## config.mk

```make
export PLATFORM = sky130hd
export DESIGN_NAME = tdc_sample_packer_flat
export DESIGN_NICKNAME = d
export VERILOG_FILES = /design/src/rtl/tdc_sample_packer_pkg.sv /design/src/rtl/tdc_sample_packer_if.sv /design/src/rtl/tdc_sample_packer_thermo_decode.sv /design/src/rtl/tdc_sample_packer.sv /design/src/flat_wrapper.sv
export SDC_FILE = /design/constraint.sdc
export NUM_CORES = 1
export LEC_CHECK = 0
export ABC_AREA = 1
export CAP_MARGIN = 25
export CORE_MARGIN = 2
export CORE_UTILIZATION = 60
export DETAILED_ROUTE_END_ITERATION = 12
export PLACE_DENSITY = 0.84
export SLEW_MARGIN = 25
export SYNTH_ARGS = -nofsm -noshare
export SYNTH_HDL_FRONTEND = slang
export SYNTH_SLANG_ARGS = --single-unit
```

## constraint.sdc

```tcl
create_clock -name clk -period 10.95 [get_ports clk]
set_clock_uncertainty 0.2 [all_clocks]
set_input_delay 2.19 -clock clk [delete_from_list [all_inputs] [get_ports clk]]
set_output_delay 2.19 -clock clk [all_outputs]
set_load 0.01 [all_outputs]
```

## src/rtl/tdc_sample_packer_pkg.sv

```systemverilog
// Shared definitions for the TDC sample packer.
// This package holds the widths, word tags, FSM encoding and word-packing helpers.
package tdc_sample_packer_pkg;

    localparam int SAFF_W    = 21;
    localparam int DOUT_W    = 7;
    localparam int ADDR_W    = 5;
    localparam int DATA_W    = 16;
    localparam int SEL_W     = 4;
    localparam int FINE_W    = 5;
    localparam int NSAMP_W   = 4;
    localparam int SAFF_LO_W = 16;
    localparam int SAFF_HI_W = SAFF_W - SAFF_LO_W;

    localparam logic [1:0]         TAG_WORD0       = 2'b10;
    localparam logic [1:0]         TAG_WORD2       = 2'b11;
    localparam logic [3:0]         HEADER_MAGIC    = 4'hA;
    localparam logic [NSAMP_W-1:0] MAX_SAMPLES     = 4'd10;
    localparam logic [ADDR_W-1:0]  HEADER_ADDR     = 5'd0;
    localparam logic [ADDR_W-1:0]  FIRST_DATA_ADDR = 5'd1;
    localparam logic [ADDR_W-1:0]  WORDS_PER_SAMP  = 5'd3;

    typedef enum logic [2:0] {
        ST_IDLE  = 3'd0,
        ST_ARMED = 3'd1,
        ST_E0    = 3'd2,
        ST_E1    = 3'd3,
        ST_E2    = 3'd4,
        ST_HDR   = 3'd5,
        ST_DONE  = 3'd6
    } state_t;

    // First word of a sample: tag, structure select and coarse count.
    function automatic logic [DATA_W-1:0] pack_word0(input logic [SEL_W-1:0]  sel,
                                                     input logic [DOUT_W-1:0] dout);
        return {TAG_WORD0, sel, 3'b000, dout};
    endfunction

    // Third word of a sample: tag, bubble flag, decoded fine code and the SAFF upper bits.
    function automatic logic [DATA_W-1:0] pack_word2(input logic                 bubble,
                                                     input logic [FINE_W-1:0]    fine,
                                                     input logic [SAFF_HI_W-1:0] saff_hi);
        return {TAG_WORD2, bubble, fine, 3'b000, saff_hi};
    endfunction

    // Frame header read back by the host: magic, overflow flag and sample count.
    function automatic logic [DATA_W-1:0] pack_header(input logic               ovf,
                                                      input logic [NSAMP_W-1:0] nsamp);
        return {HEADER_MAGIC, 2'b00, ovf, 5'b00000, nsamp};
    endfunction

endpackage

```

## src/rtl/tdc_sample_packer_if.sv

```systemverilog
// Bundle between the sequencer, the packer and the datamem write port.
// The master side is the packer: it consumes the readout strobes and drives the write port and status.
interface tdc_sample_packer_if;
    import tdc_sample_packer_pkg::*;

    logic                 start;
    logic                 sample;
    logic [SEL_W-1:0]     sel;
    logic [DOUT_W-1:0]    dout;
    logic [SAFF_W-1:0]    saff;
    logic                 flush;
    logic                 wr_en;
    logic [ADDR_W-1:0]    wr_addr;
    logic [DATA_W-1:0]    wr_data;
    logic [NSAMP_W-1:0]   nsamples;
    logic                 busy;
    logic                 done;
    logic                 overflow;

    modport master (
        input  start, sample, sel, dout, saff, flush,
        output wr_en, wr_addr, wr_data, nsamples, busy, done, overflow
    );

    modport slave (
        output start, sample, sel, dout, saff, flush,
        input  wr_en, wr_addr, wr_data, nsamples, busy, done, overflow
    );

endinterface

```

## src/rtl/tdc_sample_packer_thermo_decode.sv

```systemverilog
// Thermometer decoder for the SAFF inverter-chain sample.
// fine counts the unbroken run of ones starting at bit 0; bubble flags any one seen above the first zero.
module tdc_thermo_decode
    import tdc_sample_packer_pkg::*;
(
    input  logic [SAFF_W-1:0] saff,
    output logic [FINE_W-1:0] fine,
    output logic              bubble
);

    logic seen_zero_s;

    // Walk the chain from the first stage, counting ones until the first zero, then watch for stray ones.
    always_comb begin
        fine        = 5'd0;
        bubble      = 1'b0;
        seen_zero_s = 1'b0;
        for (int i = 0; i < SAFF_W; i++) begin
            if (!seen_zero_s) begin
                if (saff[i]) begin
                    fine = fine + 5'd1;
                end else begin
                    seen_zero_s = 1'b1;
                end
            end else begin
                if (saff[i]) begin
                    bubble = 1'b1;
                end else begin
                    bubble = bubble;
                end
            end
        end
    end

endmodule

```

## src/rtl/tdc_sample_packer.sv

```systemverilog
// TDC sample packer: captures one readout per sample strobe, packs it into three datamem
// words at addresses 1..30 and closes the frame with a header word at address 0.
// A one-deep pending slot lets a strobe that lands during emission go out right after it.
module tdc_sample_packer
    import tdc_sample_packer_pkg::*;
(
    input  logic                       clk,
    input  logic                       reset,
    tdc_sample_packer_if.master        bus
);

    state_t               state_r,      state_nxt_s;
    logic [SEL_W-1:0]     cap_sel_r,    cap_sel_nxt_s;
    logic [DOUT_W-1:0]    cap_dout_r,   cap_dout_nxt_s;
    logic [SAFF_W-1:0]    cap_saff_r,   cap_saff_nxt_s;
    logic                 pend_valid_r, pend_valid_nxt_s;
    logic [SEL_W-1:0]     pend_sel_r,   pend_sel_nxt_s;
    logic [DOUT_W-1:0]    pend_dout_r,  pend_dout_nxt_s;
    logic [SAFF_W-1:0]    pend_saff_r,  pend_saff_nxt_s;
    logic                 flush_lat_r,  flush_lat_nxt_s;
    logic [ADDR_W-1:0]    ptr_r,        ptr_nxt_s;
    logic [NSAMP_W-1:0]   acc_r,        acc_nxt_s;
    logic [NSAMP_W-1:0]   nsamp_r,      nsamp_nxt_s;
    logic                 ovf_r,        ovf_nxt_s;
    logic                 done_r,       done_nxt_s;
    logic                 busy_r,       busy_nxt_s;
    logic                 wr_en_r,      wr_en_nxt_s;
    logic [ADDR_W-1:0]    wr_addr_r,    wr_addr_nxt_s;
    logic [DATA_W-1:0]    wr_data_r,    wr_data_nxt_s;

    logic [FINE_W-1:0]    fine_s;
    logic                 bubble_s;
    logic                 room_s;

    tdc_thermo_decode u_decode (
        .saff   (cap_saff_r),
        .fine   (fine_s),
        .bubble (bubble_s)
    );

    // acc_r counts every accepted sample (in flight or pending), so it bounds the frame at 10.
    assign room_s = (acc_r < MAX_SAMPLES);

    // Next-state, capture and write-port decisions; outputs are computed for the following cycle.
    always_comb begin
        state_nxt_s      = state_r;
        cap_sel_nxt_s    = cap_sel_r;
        cap_dout_nxt_s   = cap_dout_r;
        cap_saff_nxt_s   = cap_saff_r;
        pend_valid_nxt_s = pend_valid_r;
        pend_sel_nxt_s   = pend_sel_r;
        pend_dout_nxt_s  = pend_dout_r;
        pend_saff_nxt_s  = pend_saff_r;
        flush_lat_nxt_s  = flush_lat_r;
        ptr_nxt_s        = ptr_r;
        acc_nxt_s        = acc_r;
        nsamp_nxt_s      = nsamp_r;
        ovf_nxt_s        = ovf_r;
        done_nxt_s       = done_r;
        wr_en_nxt_s      = 1'b0;
        wr_addr_nxt_s    = 5'd0;
        wr_data_nxt_s    = 16'h0000;

        if (bus.start) begin
            state_nxt_s      = ST_ARMED;
            pend_valid_nxt_s = 1'b0;
            flush_lat_nxt_s  = 1'b0;
            ptr_nxt_s        = FIRST_DATA_ADDR;
            acc_nxt_s        = 4'd0;
            nsamp_nxt_s      = 4'd0;
            ovf_nxt_s        = 1'b0;
            done_nxt_s       = 1'b0;
        end else begin
            case (state_r)
                ST_ARMED: begin
                    if (bus.sample && room_s) begin
                        cap_sel_nxt_s   = bus.sel;
                        cap_dout_nxt_s  = bus.dout;
                        cap_saff_nxt_s  = bus.saff;
                        acc_nxt_s       = acc_r + 4'd1;
                        flush_lat_nxt_s = bus.flush;
                        state_nxt_s     = ST_E0;
                        wr_en_nxt_s     = 1'b1;
                        wr_addr_nxt_s   = ptr_r;
                        wr_data_nxt_s   = pack_word0(bus.sel, bus.dout);
                    end else begin
                        if (bus.sample) begin
                            ovf_nxt_s = 1'b1;
                        end else begin
                            ovf_nxt_s = ovf_r;
                        end
                        if (bus.flush) begin
                            state_nxt_s   = ST_HDR;
                            wr_en_nxt_s   = 1'b1;
                            wr_addr_nxt_s = HEADER_ADDR;
                            wr_data_nxt_s = pack_header(ovf_nxt_s, nsamp_r);
                        end else begin
                            state_nxt_s = ST_ARMED;
                        end
                    end
                end

                ST_E0, ST_E1: begin
                    if (bus.sample) begin
                        if (pend_valid_r || !room_s) begin
                            ovf_nxt_s = 1'b1;
                        end else begin
                            pend_valid_nxt_s = 1'b1;
                            pend_sel_nxt_s   = bus.sel;
                            pend_dout_nxt_s  = bus.dout;
                            pend_saff_nxt_s  = bus.saff;
                            acc_nxt_s        = acc_r + 4'd1;
                        end
                    end else begin
                        ovf_nxt_s = ovf_r;
                    end
                    if (bus.flush) begin
                        flush_lat_nxt_s = 1'b1;
                    end else begin
                        flush_lat_nxt_s = flush_lat_r;
                    end
                    wr_en_nxt_s   = 1'b1;
                    wr_addr_nxt_s = wr_addr_r + 5'd1;
                    if (state_r == ST_E0) begin
                        state_nxt_s   = ST_E1;
                        wr_data_nxt_s = cap_saff_r[SAFF_LO_W-1:0];
                    end else begin
                        state_nxt_s   = ST_E2;
                        wr_data_nxt_s = pack_word2(bubble_s, fine_s, cap_saff_r[SAFF_W-1:SAFF_LO_W]);
                        nsamp_nxt_s   = nsamp_r + 4'd1;
                        ptr_nxt_s     = ptr_r + WORDS_PER_SAMP;
                    end
                end

                ST_E2: begin
                    if (bus.flush) begin
                        flush_lat_nxt_s = 1'b1;
                    end else begin
                        flush_lat_nxt_s = flush_lat_r;
                    end
                    if (pend_valid_r) begin
                        if (bus.sample) begin
                            ovf_nxt_s = 1'b1;
                        end else begin
                            ovf_nxt_s = ovf_r;
                        end
                        cap_sel_nxt_s    = pend_sel_r;
                        cap_dout_nxt_s   = pend_dout_r;
                        cap_saff_nxt_s   = pend_saff_r;
                        pend_valid_nxt_s = 1'b0;
                        state_nxt_s      = ST_E0;
                        wr_en_nxt_s      = 1'b1;
                        wr_addr_nxt_s    = ptr_r;
                        wr_data_nxt_s    = pack_word0(pend_sel_r, pend_dout_r);
                    end else if (bus.sample && room_s) begin
                        cap_sel_nxt_s  = bus.sel;
                        cap_dout_nxt_s = bus.dout;
                        cap_saff_nxt_s = bus.saff;
                        acc_nxt_s      = acc_r + 4'd1;
                        state_nxt_s    = ST_E0;
                        wr_en_nxt_s    = 1'b1;
                        wr_addr_nxt_s  = ptr_r;
                        wr_data_nxt_s  = pack_word0(bus.sel, bus.dout);
                    end else begin
                        if (bus.sample) begin
                            ovf_nxt_s = 1'b1;
                        end else begin
                            ovf_nxt_s = ovf_r;
                        end
                        if (flush_lat_r || bus.flush) begin
                            flush_lat_nxt_s = 1'b0;
                            state_nxt_s     = ST_HDR;
                            wr_en_nxt_s     = 1'b1;
                            wr_addr_nxt_s   = HEADER_ADDR;
                            wr_data_nxt_s   = pack_header(ovf_nxt_s, nsamp_r);
                        end else begin
                            state_nxt_s = ST_ARMED;
                        end
                    end
                end

                ST_HDR: begin
                    state_nxt_s = ST_DONE;
                    done_nxt_s  = 1'b1;
                end

                ST_IDLE, ST_DONE: begin
                    state_nxt_s = state_r;
                end

                default: begin
                    state_nxt_s = ST_IDLE;
                end
            endcase
        end

        busy_nxt_s = (state_nxt_s == ST_ARMED) || (state_nxt_s == ST_E0) ||
                     (state_nxt_s == ST_E1)    || (state_nxt_s == ST_E2) ||
                     (state_nxt_s == ST_HDR);
    end

    // State, capture/pending registers and registered outputs; reset aborts any write in flight.
    always_ff @(posedge clk) begin
        if (reset) begin
            state_r      <= ST_IDLE;
            cap_sel_r    <= 4'd0;
            cap_dout_r   <= 7'd0;
            cap_saff_r   <= 21'd0;
            pend_valid_r <= 1'b0;
            pend_sel_r   <= 4'd0;
            pend_dout_r  <= 7'd0;
            pend_saff_r  <= 21'd0;
            flush_lat_r  <= 1'b0;
            ptr_r        <= FIRST_DATA_ADDR;
            acc_r        <= 4'd0;
            nsamp_r      <= 4'd0;
            ovf_r        <= 1'b0;
            done_r       <= 1'b0;
            busy_r       <= 1'b0;
            wr_en_r      <= 1'b0;
            wr_addr_r    <= 5'd0;
            wr_data_r    <= 16'h0000;
        end else begin
            state_r      <= state_nxt_s;
            cap_sel_r    <= cap_sel_nxt_s;
            cap_dout_r   <= cap_dout_nxt_s;
            cap_saff_r   <= cap_saff_nxt_s;
            pend_valid_r <= pend_valid_nxt_s;
            pend_sel_r   <= pend_sel_nxt_s;
            pend_dout_r  <= pend_dout_nxt_s;
            pend_saff_r  <= pend_saff_nxt_s;
            flush_lat_r  <= flush_lat_nxt_s;
            ptr_r        <= ptr_nxt_s;
            acc_r        <= acc_nxt_s;
            nsamp_r      <= nsamp_nxt_s;
            ovf_r        <= ovf_nxt_s;
            done_r       <= done_nxt_s;
            busy_r       <= busy_nxt_s;
            wr_en_r      <= wr_en_nxt_s;
            wr_addr_r    <= wr_addr_nxt_s;
            wr_data_r    <= wr_data_nxt_s;
        end
    end

    assign bus.wr_en    = wr_en_r;
    assign bus.wr_addr  = wr_addr_r;
    assign bus.wr_data  = wr_data_r;
    assign bus.nsamples = nsamp_r;
    assign bus.busy     = busy_r;
    assign bus.done     = done_r;
    assign bus.overflow = ovf_r;

endmodule

```

## src/flat_wrapper.sv

```systemverilog
// flat-port wrapper written by rule: the top's interface ports become plain ports
module tdc_sample_packer_flat import tdc_sample_packer_pkg::*;
  (clk, reset, bus_start, bus_sample, bus_sel, bus_dout, bus_saff, bus_flush, bus_wr_en, bus_wr_addr, bus_wr_data, bus_nsamples, bus_busy, bus_done, bus_overflow);
  tdc_sample_packer_if bus_i ();
  input  logic clk;
  input  logic reset;
  input wire logic [$bits(bus_i.start)-1:0] bus_start;
  input wire logic [$bits(bus_i.sample)-1:0] bus_sample;
  input wire logic [$bits(bus_i.sel)-1:0] bus_sel;
  input wire logic [$bits(bus_i.dout)-1:0] bus_dout;
  input wire logic [$bits(bus_i.saff)-1:0] bus_saff;
  input wire logic [$bits(bus_i.flush)-1:0] bus_flush;
  output wire logic [$bits(bus_i.wr_en)-1:0] bus_wr_en;
  output wire logic [$bits(bus_i.wr_addr)-1:0] bus_wr_addr;
  output wire logic [$bits(bus_i.wr_data)-1:0] bus_wr_data;
  output wire logic [$bits(bus_i.nsamples)-1:0] bus_nsamples;
  output wire logic [$bits(bus_i.busy)-1:0] bus_busy;
  output wire logic [$bits(bus_i.done)-1:0] bus_done;
  output wire logic [$bits(bus_i.overflow)-1:0] bus_overflow;
  assign bus_i.start = bus_start;
  assign bus_i.sample = bus_sample;
  assign bus_i.sel = bus_sel;
  assign bus_i.dout = bus_dout;
  assign bus_i.saff = bus_saff;
  assign bus_i.flush = bus_flush;
  assign bus_wr_en = bus_i.wr_en;
  assign bus_wr_addr = bus_i.wr_addr;
  assign bus_wr_data = bus_i.wr_data;
  assign bus_nsamples = bus_i.nsamples;
  assign bus_busy = bus_i.busy;
  assign bus_done = bus_i.done;
  assign bus_overflow = bus_i.overflow;
  tdc_sample_packer u_core (.clk(clk), .reset(reset), .bus(bus_i));
endmodule
```

==> impl_metrics.prom <==
# TYPE chip_impl_metric gauge
chip_impl_metric{name="placeable_area",unit="µm²"} 9819
chip_impl_metric{name="crit_fanout",unit=""} 4
chip_impl_info{name="layout_common_cells",value="sky130_fd_sc_hd__nand2_1 (193), sky130_fd_sc_hd__nor2_1 (123), sky130_fd_sc_hd__inv_1 (117), sky130_fd_sc_hd__dfxtp_1 (96), sky130_fd_sc_hd__o21ai_0 (95)"} 1
chip_impl_metric{name="final-setup-viol-count",unit=""} 0
chip_impl_metric{name="synthesis.instances",unit=""} 937
chip_impl_metric{name="setup_ws_final",unit="ps"} 3024
chip_impl_info{name="holdCritPathClass",value="reg2reg"} 1
chip_impl_metric{name="grt_pass1_vias",unit=""} 5586
chip_impl_metric{name="drt_first_pass_iters",unit=""} 5
chip_impl_metric{name="drt-initial-drc-count",unit=""} 532
chip_impl_metric{name="grt_max_degree",unit=""} 53
chip_impl_metric{name="critPathRequiredTime",unit="ps"} 11070
chip_impl_info{name="timing_worst_setup_path_type",value="reg2reg"} 1
chip_impl_metric{name="yosys.area_share.xor_xnor",unit="%"} 1.003
chip_impl_metric{name="timing.setup.tns",unit="ps"} 0
chip_impl_metric{name="post_drt_wl_per_cell",unit="µm"} 13.82
chip_impl_metric{name="cts.repair.resized",unit=""} 0
chip_impl_metric{name="max_cap_violations",unit=""} 0
chip_impl_metric{name="synthAdderAreaFrac",unit="%"} 4.298
chip_impl_metric{name="synth-edff-count",unit=""} 0
chip_impl_metric{name="track_usage",unit="%"} 28.36
chip_impl_info{name="cpMostUsedCell",value="sky130_fd_sc_hd__nand2_1"} 1
chip_impl_metric{name="core.rowCount",unit=""} 36
chip_impl_info{name="area_leader_netlist",value="sky130_fd_sc_hd__dfxtp_1"} 1
chip_impl_metric{name="fin_worst_hold_slack",unit="ps"} 253.9
chip_impl_info{name="grt_setup_unrepaired",value="false"} 1
chip_impl_metric{name="worstSkewPairLatency",unit="ps"} 380
chip_impl_info{name="ys_top_cells_by_area",value="sky130_fd_sc_hd__dfxtp_1 (31%), sky130_fd_sc_hd__nand2_1 (12%), sky130_fd_sc_hd__o21ai_0 (7.8%)"} 1
chip_impl_metric{name="final-max-slew-violation-count",unit=""} 0
chip_impl_metric{name="pin_count",unit=""} 66
chip_impl_metric{name="clock_buffer_count_from_cts",unit=""} 9
chip_impl_info{name="cpMaxStageDelayCell",value="sky130_fd_sc_hd__dfxtp_1"} 1
chip_impl_metric{name="synth_async_sr_flop_share",unit="%"} 0
chip_impl_metric{name="synth_compound_gate_area_share",unit="%"} 18.73
chip_impl_metric{name="io_buffers",unit=""} 65
chip_impl_metric{name="routed-via-count",unit=""} 6266
chip_impl_metric{name="synth.yosys.seq_area_share",unit="%"} 31.44
chip_impl_metric{name="n_antenna_cell",unit=""} 0
chip_impl_metric{name="gpl.final_weighted_congestion",unit=""} 0.9502
chip_impl_metric{name="detail_route.vias_per_cell",unit=""} 5.555
chip_impl_metric{name="slew-limit-headroom",unit="%"} 46.84
chip_impl_metric{name="post_cts_hold_buffer_count",unit=""} 0
chip_impl_metric{name="peakVddDrop",unit="mV"} 0.07242
chip_impl_metric{name="slowest_delay",unit="ps"} 400
chip_impl_metric{name="synth_largest_type_area_fraction",unit="%"} 31.44
chip_impl_metric{name="yosys.area_share.simple",unit="%"} 34.08
chip_impl_metric{name="route.detailed.drc",unit=""} 0
chip_impl_metric{name="global_route.overflow_total",unit=""} 0
chip_impl_metric{name="finalCoreUtilization",unit="%"} 71.79
chip_impl_info{name="synth_ff_type",value="sky130_fd_sc_hd__dfxtp_1"} 1
chip_impl_metric{name="synth.cell_area",unit="µm²"} 6113
chip_impl_metric{name="die_width",unit="µm"} 104.9
chip_impl_metric{name="cts_buffer_depth",unit=""} 2
chip_impl_metric{name="p_leak",unit="nW"} 3.090
chip_impl_metric{name="ys_seq_elements",unit=""} 96
chip_impl_metric{name="worst-endpoint-arrival",unit="ps"} 8040
chip_impl_metric{name="final_antenna_net_count",unit=""} 0
chip_impl_metric{name="net_count_final",unit=""} 1048
chip_impl_metric{name="power_per_cell_area",unit="nW/µm²"} 96.06
chip_impl_metric{name="drt_wl_total",unit="mm"} 15.59
chip_impl_metric{name="worst-r2r-cell-count",unit=""} 53
chip_impl_info{name="worst_setup_path_start_kind",value="register"} 1
chip_impl_metric{name="post-place-ws",unit="ps"} 3117
chip_impl_metric{name="synthMuxAreaShare",unit="%"} 0
chip_impl_metric{name="ys_warn_count",unit=""} 0
chip_impl_metric{name="syn-mean-instance-area",unit="µm²"} 6.524
chip_impl_info{name="cts_tree",value="yes"} 1
chip_impl_metric{name="tritoncts_num_sinks",unit=""} 96
chip_impl_metric{name="worst_setup_hold_path_clk_slew",unit="ps"} 100
chip_impl_info{name="main_combinational_cell_family_by_area_after_synthesis",value="simple AND/OR/NAND/NOR gates"} 1
chip_impl_metric{name="power",unit="µW"} 677.2
chip_impl_info{name="crit_path_end_kind",value="register"} 1
chip_impl_metric{name="fraction_of_final_layout_cells_sized_beyond_drive_strength_1",unit="%"} 9.447
chip_impl_info{name="result_of_the_run",value="finished clean"} 1
chip_impl_metric{name="initial_utilization",unit="%"} 62.26
chip_impl_metric{name="period_minus_slack",unit="ps"} 7926
chip_impl_metric{name="post_cts.repair.setup_buffers",unit=""} 0
chip_impl_info{name="layout.cells.most_common",value="sky130_fd_sc_hd__nand2_1"} 1
chip_impl_metric{name="cts_max_level",unit=""} 3
chip_impl_metric{name="max_frequency",unit="MHz"} 126.2
chip_impl_metric{name="layout-area-overhead-vs-synth",unit="%"} 15.31
chip_impl_metric{name="grt_antenna_before_repair",unit=""} 0
chip_impl_metric{name="die-area",unit="µm²"} 11010
chip_impl_metric{name="yosysUniqueCellTypes",unit=""} 50
chip_impl_metric{name="whs_path_depth",unit=""} 2
chip_impl_info{name="clock_tree.root_cell",value="sky130_fd_sc_hd__clkbuf_8"} 1
chip_impl_metric{name="vert_die_dim",unit="µm"} 104.9
chip_impl_metric{name="max_slew.worst_pin.slew",unit="ps"} 794.4
chip_impl_metric{name="grt_first_pass_wirelength",unit="mm"} 25.76
chip_impl_metric{name="dp_hpwl",unit="mm"} 11.75
chip_impl_metric{name="hold_viol_final",unit=""} 0
chip_impl_metric{name="post-route-period-util",unit="%"} 72.38
chip_impl_metric{name="synth_nets",unit=""} 995
==> flip-flops by register name (all words and copies together) (netlist names) <==
name / cells
u_core.flush_lat_r: 1
u_core.bus.wr_en: 1
u_core.bus.done: 1
u_core.bus.overflow: 1
u_core.acc_r: 4
u_core.pend_dout_r: 7
u_core.pend_valid_r: 1
u_core.ptr_r: 5
u_core.pend_sel_r: 4
u_core.bus.wr_data: 16
u_core.cap_saff_r: 21
u_core.bus.nsamples: 4
u_core.bus.busy: 1
u_core.pend_saff_r: 21
u_core.state_r: 3
u_core.bus.wr_addr: 5
==> Yosys cell counts (3+ instances only) <==
cell	n
sky130_fd_sc_hd__nand2_1	193
sky130_fd_sc_hd__nor2_1	124
sky130_fd_sc_hd__inv_1	117
sky130_fd_sc_hd__dfxtp_1	96
sky130_fd_sc_hd__o21ai_0	95
sky130_fd_sc_hd__a21oi_1	56
sky130_fd_sc_hd__nand3_1	48
sky130_fd_sc_hd__clkbuf_1	21
sky130_fd_sc_hd__ha_1	21
sky130_fd_sc_hd__inv_2	18
sky130_fd_sc_hd__nand2_2	17
sky130_fd_sc_hd__nor2_2	13
sky130_fd_sc_hd__nand4_1	10
sky130_fd_sc_hd__nor3_1	10
sky130_fd_sc_hd__nor2_4	9
sky130_fd_sc_hd__a31oi_1	8
sky130_fd_sc_hd__a221oi_1	7
sky130_fd_sc_hd__o211ai_1	7
sky130_fd_sc_hd__a22oi_1	6
sky130_fd_sc_hd__nand3_2	6
sky130_fd_sc_hd__a32o_1	4
sky130_fd_sc_hd__xor2_1	4
sky130_fd_sc_hd__buf_1	3
sky130_fd_sc_hd__nand3b_1	3
sky130_fd_sc_hd__nor4_1	3
sky130_fd_sc_hd__o2111ai_1	3
sky130_fd_sc_hd__o31ai_1	3
sky130_fd_sc_hd__xnor2_1	3
==> layout make-up <==
| class | count | area (µm²) |
|---|---|---|
| clock buffer | 11 | 151.4 |
| clock inverter | 5 | 45.04 |
| fill | 880 | 2770 |
| inverter | 137 | 514.2 |
| multi-input combinational | 676 | 3555 |
| sequential | 96 | 1922 |
| tap | 133 | 166.4 |
| timing repair buffer | 70 | 695.7 |
==> per-layer routing <==
metal / wire length [µm] / share of wire (%) / up-vias / GRT usage, %
li1: - / - / 3179 / -
met1: 7296 / 47 / 2814 / 40.02
met2: 6945 / 45 / 251 / 44.71
met3: 1088 / 7.0 / 22 / 4.554
met4: 254 / 1.6 / 0 / 8.095
met5: 0 / 0 / - / 0
==> kinds of logic after synthesis <==
family / Yosys count
adders and majority gates: 21
xor gates and xnor gates: 7
buffers and inverters: 165
AOI/OAI and AO/OA: 201
DFF: 96
and+or+nand+nor: 447
==> power by group <==
part	total, mW	internal (mW)	switching [mW]
combinational	0.0758	0.0300	0.0458
sequential	0.363	0.357	0.00632
clock	0.238	0.0993	0.139
total	0.677	0.486	0.191
==> critical path: cells and delay by family (launching register included) <==
kind	cells	cell delay, ps
compound gates	10	1430
fa+ha+maj	11	3070
buf+inv	10	710
flops	1	400
simple gates	22	2070
==> path summary, 6_finish.rpt <==
check	start	endpoint	slack, ps
setup / recovery	u_core.cap_saff_r[2]	u_core.bus.wr_data[12]	3020
hold / removal	u_core.pend_saff_r[19]	u_core.pend_saff_r[19]	250
setup reg to reg	u_core.cap_saff_r[2]	u_core.bus.wr_data[12]	3020
hold reg to reg	u_core.pend_saff_r[19]	u_core.pend_saff_r[19]	250
==> metrics by stage <==
step,instance area (µm²),instances
final,7049,1128
after global placement,6838,1111
after CTS,7034,1127
after global routing,7049,1128
after floorplan,6113,937
after detailed placement,6838,1111
Note: power is estimated with default switching activity, not from simulation.
